`src/rtl/seg7_scan_driver.sv`:
```
// seg7_scan_driver: time-multiplexed N-digit seven-segment scanner.
// A packed hex value is captured into a shadow register on load and
// moved into the display register only at the end of a full frame, so
// a frame is never shown half old / half new.  Each digit slot opens
// with a blanking window to hide segment ghosting while the anode
// switches.  All visible outputs are registered, one cycle behind the
// scan state.
module seg7_scan_driver #(
    parameter int unsigned N_DIGITS   = 4,
    parameter int unsigned DIV        = 1000,
    parameter int unsigned BLANK      = 16,
    parameter bit          ACTIVE_LOW = 1'b0
) (
    input  logic                  clk,
    input  logic                  rst,
    input  logic [4*N_DIGITS-1:0] value,
    input  logic [N_DIGITS-1:0]   dp_in,
    input  logic                  load,
    input  logic                  lz_en,
    output logic [6:0]            seg,
    output logic                  dp,
    output logic [N_DIGITS-1:0]   an,
    output logic                  frame_tick
);

    localparam int unsigned CNT_W = (DIV > 1) ? $clog2(DIV) : 1;
    localparam int unsigned IDX_W = (N_DIGITS > 1) ? $clog2(N_DIGITS) : 1;
    localparam logic [CNT_W-1:0] CNT_LAST = CNT_W'(DIV - 1);
    localparam logic [IDX_W-1:0] IDX_LAST = IDX_W'(N_DIGITS - 1);

    // Scan position
    logic [CNT_W-1:0]      r_div_cnt;
    logic [IDX_W-1:0]      r_dig_idx;

    // Shadow (written by load) and display (drives the outputs)
    logic [4*N_DIGITS-1:0] r_sh_value;
    logic [N_DIGITS-1:0]   r_sh_dp;
    logic                  r_sh_lz;
    logic [4*N_DIGITS-1:0] r_disp_value;
    logic [N_DIGITS-1:0]   r_disp_dp;
    logic                  r_disp_lz;

    // Registered outputs
    logic [6:0]            r_seg;
    logic                  r_dp;
    logic [N_DIGITS-1:0]   r_an;
    logic                  r_frame_tick;

    // Combinational scan decode
    logic                  w_slot_end;
    logic                  w_frame_end;
    logic                  w_blank;
    logic                  w_run;
    logic [N_DIGITS-1:0]   w_zero_run;
    logic [3:0]            w_nibble;
    logic                  w_dp_sel;
    logic [N_DIGITS-1:0]   w_an_sel;
    logic                  w_supp;
    logic [6:0]            w_seg_hi;
    logic                  w_dp_hi;
    logic [N_DIGITS-1:0]   w_an_hi;

    // Hex font, active-high, {a,b,c,d,e,f,g}
    function automatic logic [6:0] font(input logic [3:0] nib);
        logic [6:0] code;
        case (nib)
            4'h0:    code = 7'h7E;
            4'h1:    code = 7'h30;
            4'h2:    code = 7'h6D;
            4'h3:    code = 7'h79;
            4'h4:    code = 7'h33;
            4'h5:    code = 7'h5B;
            4'h6:    code = 7'h5F;
            4'h7:    code = 7'h70;
            4'h8:    code = 7'h7F;
            4'h9:    code = 7'h7B;
            4'hA:    code = 7'h77;
            4'hB:    code = 7'h1F;
            4'hC:    code = 7'h4E;
            4'hD:    code = 7'h3D;
            4'hE:    code = 7'h4F;
            default: code = 7'h47;
        endcase
        return code;
    endfunction

    assign w_slot_end  = (r_div_cnt == CNT_LAST);
    assign w_frame_end = w_slot_end && (r_dig_idx == IDX_LAST);

    generate
        if (BLANK == 0) begin : g_no_blank
            assign w_blank = 1'b0;
        end else begin : g_blank
            assign w_blank = (r_div_cnt < CNT_W'(BLANK));
        end
    endgenerate

    // Zero-run from the top digit down: bit i set when nibble i and every higher nibble are 0
    always_comb begin
        w_zero_run = '0;
        w_run      = 1'b1;
        for (int unsigned i = N_DIGITS; i > 0; i--) begin
            w_run           = w_run && (r_disp_value[4*(i-1) +: 4] == 4'h0);
            w_zero_run[i-1] = w_run;
        end
    end

    // Select the nibble, decimal point and anode of the digit being scanned
    always_comb begin
        w_nibble = 4'h0;
        w_dp_sel = 1'b0;
        w_an_sel = '0;
        w_supp   = 1'b0;
        for (int unsigned i = 0; i < N_DIGITS; i++) begin
            if (r_dig_idx == IDX_W'(i)) begin
                w_nibble    = r_disp_value[4*i +: 4];
                w_dp_sel    = r_disp_dp[i];
                w_an_sel[i] = 1'b1;
                w_supp      = r_disp_lz && (i != 0) && w_zero_run[i];
            end
        end
    end

    // Active-high output values before the polarity flip
    always_comb begin
        w_seg_hi = (w_blank || w_supp) ? 7'h00 : font(w_nibble);
        w_dp_hi  = w_blank ? 1'b0 : w_dp_sel;
        w_an_hi  = w_blank ? '0 : w_an_sel;
    end

    // Slot divider and digit index; the index only moves when the divider wraps
    always_ff @(posedge clk) begin
        if (rst) begin
            r_div_cnt <= '0;
            r_dig_idx <= '0;
        end else if (w_slot_end) begin
            r_div_cnt <= '0;
            r_dig_idx <= (r_dig_idx == IDX_LAST) ? '0 : r_dig_idx + IDX_W'(1);
        end else begin
            r_div_cnt <= r_div_cnt + CNT_W'(1);
        end
    end

    // Shadow capture on load; display refresh at the frame boundary, bypassing the shadow on a coincident load
    always_ff @(posedge clk) begin
        if (rst) begin
            r_sh_value   <= '0;
            r_sh_dp      <= '0;
            r_sh_lz      <= 1'b0;
            r_disp_value <= '0;
            r_disp_dp    <= '0;
            r_disp_lz    <= 1'b0;
        end else begin
            if (load) begin
                r_sh_value <= value;
                r_sh_dp    <= dp_in;
                r_sh_lz    <= lz_en;
            end
            if (w_frame_end) begin
                r_disp_value <= load ? value : r_sh_value;
                r_disp_dp    <= load ? dp_in : r_sh_dp;
                r_disp_lz    <= load ? lz_en : r_sh_lz;
            end
        end
    end

    // Output register: inactive level on reset, otherwise the decoded slot with polarity applied
    always_ff @(posedge clk) begin
        if (rst) begin
            r_seg        <= {7{ACTIVE_LOW}};
            r_dp         <= ACTIVE_LOW;
            r_an         <= {N_DIGITS{ACTIVE_LOW}};
            r_frame_tick <= 1'b0;
        end else begin
            r_seg        <= w_seg_hi ^ {7{ACTIVE_LOW}};
            r_dp         <= w_dp_hi ^ ACTIVE_LOW;
            r_an         <= w_an_hi ^ {N_DIGITS{ACTIVE_LOW}};
            r_frame_tick <= w_frame_end;
        end
    end

    assign seg        = r_seg;
    assign dp         = r_dp;
    assign an         = r_an;
    assign frame_tick = r_frame_tick;

endmodule

```
`config.mk`:
```
export PLATFORM = sky130hd
export DESIGN_NAME = seg7_scan_driver
export DESIGN_NICKNAME = d
export VERILOG_FILES = /design/src/rtl/seg7_scan_driver.sv
export SDC_FILE = /design/constraint.sdc
export NUM_CORES = 1
export LEC_CHECK = 0
export BUFFER_PORTS_ARGS = -buffer_cell sky130_fd_sc_hd__buf_2
export CAP_MARGIN = 15
export CORE_MARGIN = 3
export CORE_UTILIZATION = 61
export DETAILED_ROUTE_END_ITERATION = 6
export PLACE_DENSITY = 0.84
export SLEW_MARGIN = 40
export SYNTH_ARGS = -nofsm -noshare
export SYNTH_HDL_FRONTEND = slang
export SYNTH_SLANG_ARGS = --single-unit
```
`constraint.sdc`:
```
create_clock -name clk -period 4.31 [get_ports clk]
set_input_delay 0.2155 -clock clk [delete_from_list [all_inputs] [get_ports clk]]
set_output_delay 0.2155 -clock clk [all_outputs]
set_load 0.05 [all_outputs]
```
---- After elaboration in Yosys (flattened, before gate mapping) ----
Memories as Yosys holds them, arrays and structs flattened. A register that Yosys moved wholly into a read port is not among the register bits.
Cells that the tools add are included.
storage, ports and cells
  memories ................................ 1
  logic and storage cells ................. 52
  bits in registers ....................... 60
  output and inout bits ................... 13
  memory bits (read-only) ................. 112
  input port bits ......................... 24
memories
  memory            depth  width  rd ports  clocked after Yosys merged registers in  wr ports  line  source
  (name not given)  16     7      1         1                                        0         66    case (nib)
cells by class
  multiplexer cells ....................... 19
  equality and inequality tests ........... 4
  add/subtract/negate cells ............... 2
  reduce and logical (&&, ||, !) cells .... 14
  $lt $le $gt $ge ......................... 1
operators with widths
  operator               count
  $mux 4                 5
  $mux 16                1
  $logic_not 4->1        3
  $mux 1                 12
  $add 10x1->10 const B  1
  $eq 10x10->1 const B   1
  $lt 10x5->1 const B    1
  $logic_and 1x1->1      6
  $reduce_or 2->1        3
  $eq 2x2->1 const B     2
  $add 2x1->2 const B    1
  $eq 2x1->1 const B     1
  $logic_not 2->1        1
  $mux 2                 1
  $logic_or 1x1->1       1

---- Depth between registers and ports, before layout ----
Gate-level depths: netlist of run 1.
  word-level depth ........................ 9
  mapped depth ............................ 11
  mapped depth without buffers ............ 10

---- Worst setup path after synthesis of run 1 ----
No wires, ideal clock.
  path type ............................... register to register
  from .................................... reg r_dig_idx[1]
  to ...................................... reg r_seg[3] (netlist: seg[3])
  path slack .............................. 2.252 ns
  library setup time ...................... 0.072 ns
  clock period less this slack ............ 2.058 ns
  data required time ...................... 4.238 ns
  buffers on the path ..................... 1
  cell stages (with the launch flop) ...... 11
  arrival ................................. 1.986 ns
  cell sequence ........................... dfxtp_1 -> inv_1 -> ha_1 -> buf_6 -> nand3b_1 -> a31oi_1 -> inv_1 -> ha_1 -> a21oi_1 -> o21ai_0 -> a21oi_1
between the ends
  cells in the longest elaborated chain, start to end .. 6
  elaborated cells between the ends (all ways) .. 13
  those cells by class .................... 3 x eq/ne; 7 x mux; 3 x reduce/logical
RTL lines
  what                              line  source
  from (decl)                       33    logic [IDX_W-1:0] r_dig_idx;
  from (signal assigned)            138   r_dig_idx <= (r_dig_idx == IDX_LAST) ? '0 : r_dig_idx + IDX_W'(1);
  $eq 2x1->1                        115   if (r_dig_idx == IDX_W'(i)) begin
  $mux 1 (3 in series)              115
  $logic_or 1x1->1                  126   w_seg_hi = (w_blank || w_supp) ? 7'h00 : font(w_nibble);
  $reduce_or 2->1 (no source line)  n/a
  to (decl)                         44    logic [6:0] r_seg;
Parallel ways exist; a longest one is shown, timed or not.
A chain may end at the register's enable or synchronous reset.

---- Final worst setup path of run 1 ----
Ends and elaborated chain as after synthesis.

==> impl_metrics.sql, run 1 <==
INSERT INTO impl_metrics (metric_group, metric, value, unit) VALUES
('global_route', 'grt_antenna_before_repair', '0', ''),
('floorplan', 'chipWidth', '73.53', 'um'),
('layout', 'final_layout_size_suffix_gt1_share', '19.39', '%'),
('cts', 'htree_num_levels', '3', ''),
('drt', 'routed-via-count', '2087', ''),
('floorplan', 'die_height', '73.53', 'um'),
('synth', 'syn_nets', '328', ''),
('drt', 'drt_first_iter_violations', '88', ''),
('synth', 'synth_area_in_compound_gates', '11.25', '%'),
('global_route', 'gr-usage-all-layers', '21.85', '%'),
('drt', 'drt_pre_antenna_iters', '4', ''),
('worst_setup_path', 'worstSetupStartpointType', 'register', ''),
('sta', 'fin_crit_sh', '56.05', '%'),
('placement', 'detailedPlacementHpwl', '3670', 'um'),
('floorplan', 'core-area', '0.004202', 'mm^2'),
('sta', 'slew_headroom', '51.87', '%'),
('synth', 'average_cell_area_after_synthesis', '9.525', 'um^2'),
('synth', 'syn-cell-area', '0.002781', 'mm^2'),
('cts', 'clock_path_buffers', '2', ''),
('synth', 'proportion_of_synthesized_chip_area_in_sequential_cells', '48.22', '%'),
('synth', 'ys_seq_elements', '67', ''),
('power', 'power-per-cell-area', '380.3', 'mW/mm^2'),
('cts', 'cts_post_setup_buffers_inserted', '0', ''),
('sta', 'final_report_hold_violation_count', '0', ''),
('synth', 'synthXorXnorAreaFrac', '3.149', '%'),
('cts', 'cts_root_buf', 'sky130_fd_sc_hd__clkbuf_8', ''),
('synth', 'synthAdderAreaFrac', '5.398', '%'),
('floorplan', 'fp-row-count', '23', ''),
('synth', 'synth.area.mux_share', '9.042', '%'),
('worst_setup_path', 'worst-path-max-fanout', '12', ''),
('power', 'power_switching', '0.2637', 'mW'),
('sta', 'timing_max_transition_violations_final', '0', ''),
('sta', 'tightestPinTransition', '0.7171', 'ns'),
('run_status', 'result_of_the_run', 'finished clean', ''),
('cts', 'worst_setup_hold_path_clk_slew', '0.07', 'ns'),
('power', 'clock_power_share', '42.5', '%'),
('worst_setup_path', 'required', '4.58', 'ns'),
('synth', 'synth_enable_flop_cells', '0', ''),
('worst_hold_path', 'worst_hold_path_type', 'in -> reg', ''),
('synth', 'synth_async_reset_ratio', '0', '%'),
('worst_setup_path', 'worstSetupEndpointType', 'register', ''),
('synth', 'synthDominantAreaCellType', 'sky130_fd_sc_hd__dfxtp_1', ''),
('synth', 'synthesized_netlist_cell_count', '292', ''),
('cts', 'cts-resized-gates', '0', ''),
('synth', 'synth_top_family_by_area', 'simple AND/OR/NAND/NOR gates', ''),
('global_route', 'grt_start_max_net_pins', '29', ''),
('cts', 'numCtsBuffers', '9', ''),
('cts', 'cts-hold-fix-buffers', '0', ''),
('synth', 'synthFlopType', 'sky130_fd_sc_hd__dfxtp_1', ''),
('layout', 'antenna_cells', '0', ''),
('global_route', 'grt_overflow_total', '0', ''),
('sta', 'setup_repair_after_global_routing_missed_its_margin', 'false', ''),
('sta', 'setup-violations-final', '0', ''),
('power', 'power.leakage', '1.338', 'nW'),
('cts', 'clkSinkCount', '67', ''),
('drt', 'drc_errors', '0', ''),
('sta', 'max_freq', '414.0', 'MHz'),
('synth', 'synthDominantCellAreaShare', '48.22', '%'),
('floorplan', 'number_of_ports_placed_on_the_die_boundary', '37', ''),
('synth', 'netlist_top_cells_area', 'sky130_fd_sc_hd__dfxtp_1 48%, sky130_fd_sc_hd__mux2i_1 8.6%, sky130_fd_sc_hd__ha_1 5.4%', ''),
('synth', 'synth_cell_types', '45', ''),
('power', 'total_power', '1.196', 'mW'),
('worst_setup_path', 'timing.critical_path.arrival', '2.68', 'ns'),
('power', 'combPwrFrac', '4.2', '%'),
('layout', 'flow.area_growth_from_synthesis', '13.09', '%'),
('power', 'vdd_ir_drop_max', '0.0002640', 'V'),
('drt', 'wl_per_cell', '13.79', 'um'),
('synth', 'synth-simple-area-share', '18.94', '%'),
('power', 'power.sequential.fraction', '53.3', '%'),
('worst_hold_path', 'hold_startpoint', 'value[5]', ''),
('power', 'intPower', '0.9325', 'mW');
## final timing paths
check                       end  slack [ns]  depth (start not counted)
hold reg to reg    r_div_cnt[0]        0.45                          1
setup reg to reg         seg[3]        1.89                          9
hold / removal    r_sh_value[5]        0.12                          3
setup / recovery         seg[3]        1.89                          9
## synth_stat cells (all sizes together), types with 2 or more instances
master  number
nor2        40
nand3        5
nor3b        2
ha          12
buf          7
xor2         3
nor4         4
nor3         2
nor2b        3
clkbuf       7
dfxtp       67
a21oi        6
and2         8
o21ai       27
nand4        2
a221oi       4
nand2       32
xnor2        7
mux2i       24
o211ai       2
nand2b       2
nand3b       5
a311oi       2
inv          9
## layout make-up
type	instances	area, um^2
flip-flops and latches	67	1341
multi-input cells	202	1329
fillers	310	1056
repair buffers	37	187.7
clock buffers	10	137.6
well taps	50	62.56
clock inverters	5	53.80
inverters	9	33.78
## flip-flops by register name (all words and copies together), names as in the netlist
register	cells
an	4
dp	1
frame_tick	1
r_dig_idx	2
r_disp_dp	4
r_disp_lz	1
r_disp_value	16
r_div_cnt	10
r_sh_dp	4
r_sh_lz	1
r_sh_value	16
seg	7
## cells by family (layout without fill, tap and decap cells)
kind of cell    after synthesis  in the layout
flops                        67             67
simple gates                109            109
mux                          25             25
xor+xnor                     10             10
buf+inv                      23             61
compound gates               46             46
fa+ha+maj                    12             12
## power groups by stage
stage	registers [mW]	logic, mW	clock network, mW
after CTS	0.638	0.0511	0.514
final	0.638	0.0504	0.508
after global routing	0.639	0.0576	0.542
after detailed placement	0.652	0.0504	0
after global placement	0.651	0.0490	0
after floorplan	0.650	0.0341	0
## through the flow
stage / worst slack [ns] / instance area (um^2) / std cells / util, %
2_1_floorplan: 2.252 / 2781 / 292 / -
3_3_place_gp: 2.074 / 2954 / 365 / 70.31
3_5_place_dp: 1.950 / 2954 / 365 / 70.31
4_1_cts: 1.914 / 3146 / 380 / 74.87
5_1_grt: 1.634 / 3146 / 380 / 74.87
6_report: 1.894 / 3146 / 380 / 74.87
## cells in the final DEF, fill, tap and decap left out, types with 2 or more instances in the layout
master,Yosys,final
sky130_fd_sc_hd__and2_1,7,7
sky130_fd_sc_hd__o21ai_0,24,24
sky130_fd_sc_hd__ha_1,12,12
sky130_fd_sc_hd__nand4_1,2,2
sky130_fd_sc_hd__clkbuf_8,0,10
sky130_fd_sc_hd__buf_2,2,36
sky130_fd_sc_hd__o21ai_1,3,3
sky130_fd_sc_hd__o211ai_1,2,2
sky130_fd_sc_hd__xor2_1,3,3
sky130_fd_sc_hd__xnor2_1,7,7
sky130_fd_sc_hd__inv_1,8,8
sky130_fd_sc_hd__nand2b_1,2,2
sky130_fd_sc_hd__nor2b_1,3,3
sky130_fd_sc_hd__clkinv_2,0,3
sky130_fd_sc_hd__dfxtp_1,67,67
sky130_fd_sc_hd__mux2i_1,24,24
sky130_fd_sc_hd__a221oi_1,2,2
sky130_fd_sc_hd__nor4_1,4,4
sky130_fd_sc_hd__nor2_1,39,39
sky130_fd_sc_hd__nand2_1,31,31
sky130_fd_sc_hd__a221oi_2,2,2
sky130_fd_sc_hd__a21oi_1,6,6
sky130_fd_sc_hd__nand3_1,5,5
sky130_fd_sc_hd__nand3b_1,5,5
## metal layers
metal	vias to the layer above	part of all wire [%]	global-route usage (%)	wire length, um
met4	0	1.9	11.67	99
met5	-	0	0	0
met1	970	45	26.91	2347
met2	52	48	35.24	2521
met3	13	5.2	5.062	273
li1	1052	-	-	-
## critical path: stages, from the launching register on
cell	delay, ns
sky130_fd_sc_hd__dfxtp_1	0.38
sky130_fd_sc_hd__inv_1	0.09
sky130_fd_sc_hd__ha_1	0.32
sky130_fd_sc_hd__nand3b_1	0.22
sky130_fd_sc_hd__a31oi_1	0.43
sky130_fd_sc_hd__inv_1	0.18
sky130_fd_sc_hd__ha_1	0.34
sky130_fd_sc_hd__a21oi_1	0.11
sky130_fd_sc_hd__o21ai_0	0.10
sky130_fd_sc_hd__a21oi_1	0.16
Power figures use the tool's default switching activity.
==> inputs of run 2 (changes only) <==
CORE_UTILIZATION = 51   (was 61)
PLACE_DENSITY = 0.75   (was 0.84)
clock period = 2.1 ns   (was 4.31 ns; I/O delays follow)
==> run 2 against run 1 <==
  * Register-to-register slack got worse by 1.8 ns
  * Cell area rose by 6.0%
  * Via count rose by 2.9%
  * Power rose by 96%
  * Hold slack got worse by 0.10 ns
  * Largest power group unchanged
  * Clock power rose by 83%
==> impl_metrics.sql, run 2 (same netlist as run 1, synthesis figures left out) <==
INSERT INTO impl_metrics (metric_group, metric, value, unit) VALUES
('global_route', 'grt_overflow_total', '0', ''),
('cts', 'clkSinkCount', '67', ''),
('floorplan', 'fp.dieArea', '0.006376', 'mm^2'),
('floorplan', 'initial_core_util', '53.44', '%'),
('placement', 'placed_cell_area', '0.003092', 'mm^2'),
('cts', 'cts-hold-fix-buffers', '0', ''),
('sta', 'final_critical_path_setup_slack', '0.07940', 'ns'),
('global_route', 'grt_pass1_vias', '2027', ''),
('drt', 'drtAntennaViolNets', '0', ''),
('worst_setup_path', 'crit_path_top_delay_cell', 'sky130_fd_sc_hd__dfxtp_4', ''),
('power', 'switching_share', '22.13', '%'),
('power', 'power_switching', '0.5182', 'mW'),
('sta', 'final_report_hold_violation_count', '0', ''),
('floorplan', 'core-area', '0.005205', 'mm^2'),
('worst_setup_path', 'cp_cell_sequence', 'inv_1 > buf_4 > ha_2 > nand2_1 > o211ai_1 > and2_4 > ha_1 > or3_1 > o221ai_1 > and2b_1', ''),
('layout', 'layout_commonest_cell', 'sky130_fd_sc_hd__dfxtp_1', ''),
('global_route', 'globalRoute.busiestLayer', 'met2', ''),
('power', 'combPwrFrac', '4.5', '%'),
('global_route', 'global_route.usage.met2', '29.38', '%'),
('worst_setup_path', 'worstSetupEndpointType', 'register', ''),
('power', 'total_power', '2.341', 'mW'),
('placement', 'detailedPlacementHpwl', '3856', 'um'),
('job', 'maxCapViolCount', '0', ''),
('layout', 'flow.area_growth_from_synthesis', '19.93', '%'),
('sta', 'tightestPinTransition', '0.6276', 'ns'),
('worst_setup_path', 'setup.worst_path.end', 'seg[6]', ''),
('worst_setup_path', 'timing.critical_path.arrival', '2.31', 'ns'),
('placement', 'globalplace.congestion', '0.8223', ''),
('global_route', 'grtUsageMet1', '22.68', '%'),
('drt', 'wl_per_cell', '12.99', 'um'),
('worst_setup_path', 'worstSetupStartpointType', 'register', ''),
('drt', 'routed-via-count', '2148', ''),
('drt', 'drt-total-wl', '5402', 'um'),
('cts', 'numCtsBuffers', '9', ''),
('drt', 'post_drt_via_cell_ratio', '5.163', ''),
('worst_setup_path', 'regToRegEndpoint', 'seg[6]', ''),
('layout', 'postLayoutCellArea', '0.003336', 'mm^2'),
('layout', 'top_regs', 'r_disp_value (16), r_sh_value (16), r_div_cnt (10)', ''),
('floorplan', 'fp-row-count', '26', ''),
('power', 'power.sequential.fraction', '55.9', '%'),
('sta', 'fin_crit_sh', '96.22', '%'),
('layout', 'layout.cells.most_common_list', '65 x sky130_fd_sc_hd__dfxtp_1, 39 x sky130_fd_sc_hd__nor2_1, 36 x sky130_fd_sc_hd__buf_2', ''),
('power', 'intPower', '1.823', 'mW'),
('worst_setup_path', 'worst_setup_path_startpoint', 'r_dig_idx[0]', ''),
('global_route', 'grt_start_max_net_pins', '29', ''),
('cts', 'cts_root_buf', 'sky130_fd_sc_hd__clkbuf_8', ''),
('worst_setup_path', 'cp_slowest_stage_delay', '0.37', 'ns'),
('drt', 'drt_first_iter_violations', '87', ''),
('layout', 'post-route-util', '64.09', '%'),
('worst_setup_path', 'required', '2.39', 'ns'),
('placement', 'preCtsSetupSlack', '-0.05266', 'ns'),
('run_status', 'result_of_the_run', 'finished clean', ''),
('worst_setup_path', 'path_class', 'reg -> reg', ''),
('sta', 'tns', '0', 'ns'),
('global_route', 'grt_antenna_before_repair', '0', ''),
('cts', 'tritoncts_clock_tree', 'built', ''),
('floorplan', 'chipWidth', '79.85', 'um'),
('worst_hold_path', 'worst_hold_path_type', 'in -> reg', ''),
('power', 'power-per-cell-area', '701.8', 'mW/mm^2'),
('drt', 'drt_pre_antenna_iters', '4', ''),
('global_route', 'global_route.usage.met3', '6.095', '%'),
('layout', 'area.sequential', '0.001346', 'mm^2'),
('worst_setup_path', 'ff2ff_setup_slack', '0.08', 'ns'),
('global_route', 'grt_pass1_wl', '9149', 'um'),
('layout', 'antenna_cells', '0', ''),
('cts', 'clock_path_buffers', '2', ''),
('layout', 'fin_nets', '379', ''),
('worst_setup_path', 'reg2reg_from', 'r_dig_idx[0]', ''),
('cts', 'htree_num_levels', '3', ''),
('floorplan', 'die_height', '79.85', 'um'),
('power', 'clock_power_share', '39.7', '%'),
('cts', 'clk_latency', '0.34', 'ns'),
('floorplan', 'number_of_ports_placed_on_the_die_boundary', '37', ''),
('layout', 'nFillCells', '448', ''),
('global_route', 'gr-usage-all-layers', '18.90', '%'),
('sta', 'clock_skew', '0.004864', 'ns'),
('layout', 'final_layout_size_suffix_gt1_share', '25.14', '%'),
('power', 'vdd_ir_drop_max', '0.0005784', 'V'),
('power', 'power.leakage', '1.405', 'nW'),
('sta', 'max_freq', '494.9', 'MHz'),
('layout', 'multiInputGateArea', '0.001381', 'mm^2'),
('sta', 'minimum_clock_period', '2.021', 'ns'),
('sta', 'slew_headroom', '58.16', '%'),
('worst_setup_path', 'worst-path-max-fanout', '6', ''),
('sta', 'timing_max_transition_violations_final', '0', ''),
('cts', 'worst_setup_hold_path_clk_slew', '0.07', 'ns'),
('sta', 'setup_repair_after_global_routing_missed_its_margin', 'true', ''),
('drt', 'drc_errors', '0', ''),
('worst_setup_path', 'r2r.worst_path.cells', '10', ''),
('sta', 'setup-violations-final', '0', ''),
('placement', 'io_buffer_count', '36', '');
[run 2: worst min-delay path by stage]
stage               from        endpoint  slack (ns)  cells after the start
3_5_place_dp   value[10]  r_sh_value[10]        0.37                      3
5_1_grt         value[3]   r_sh_value[3]        0.02                      3
4_1_cts         value[3]   r_sh_value[3]        0.01                      3
3_3_place_gp    value[3]   r_sh_value[3]        0.37                      3
2_1_floorplan   dp_in[3]      r_sh_dp[3]        0.27                      2
6_report       value[13]  r_sh_value[13]        0.02                      3
[run 2: critical path, delay by kind of cell (launching register included)]
kind	cells	cell delay, ns
fa+ha+maj	2	0.42
compound gates	2	0.19
simple gates	4	0.76
buf+inv	2	0.23
flops	1	0.37
[run 2: layer usage]
metal	wire, um	up-vias
li1	-	1093
met1	2499	993
met2	2494	48
met3	252	14
met4	155	0
met5	0	-
[run 2: cell type report]
type                    count  area share (%)
clock buffers              12           4.651
clock inverters             2          0.3751
flip-flops and latches     67           40.36
inverters                   9           1.013
multi-input cells         202           41.41
repair buffers             54           9.565
well taps                  70           2.626
[run 2: through the flow]
step                hold slack, ns  cells
finish                     0.02342    416
global route               0.01702    416
CTS                        0.01244    414
detailed placement          0.3725    400
global placement            0.3683    400
floorplan                   0.2662    292
[run 2: power groups by stage]
stage / Combinational (mW) / Clock (mW) / Sequential [mW]
floorplan: 0.0701 / 0 / 1.33
global placement: 0.103 / 0 / 1.34
detailed placement: 0.107 / 0 / 1.34
CTS: 0.107 / 0.951 / 1.31
global route: 0.120 / 1.01 / 1.31
finish: 0.105 / 0.929 / 1.31
[run 2: timing repair]
| action | in CTS | in global routing |
|---|---|---|
| endpoints found under the hold margin | 0 | 0 |
| cloned | 0 | 0 |
| buffers inserted | 0 | 2 |
| setup endpoints to repair | 1 | 7 |
| pin swaps | 0 | 4 |
| gates resized for setup | 4 | 11 |
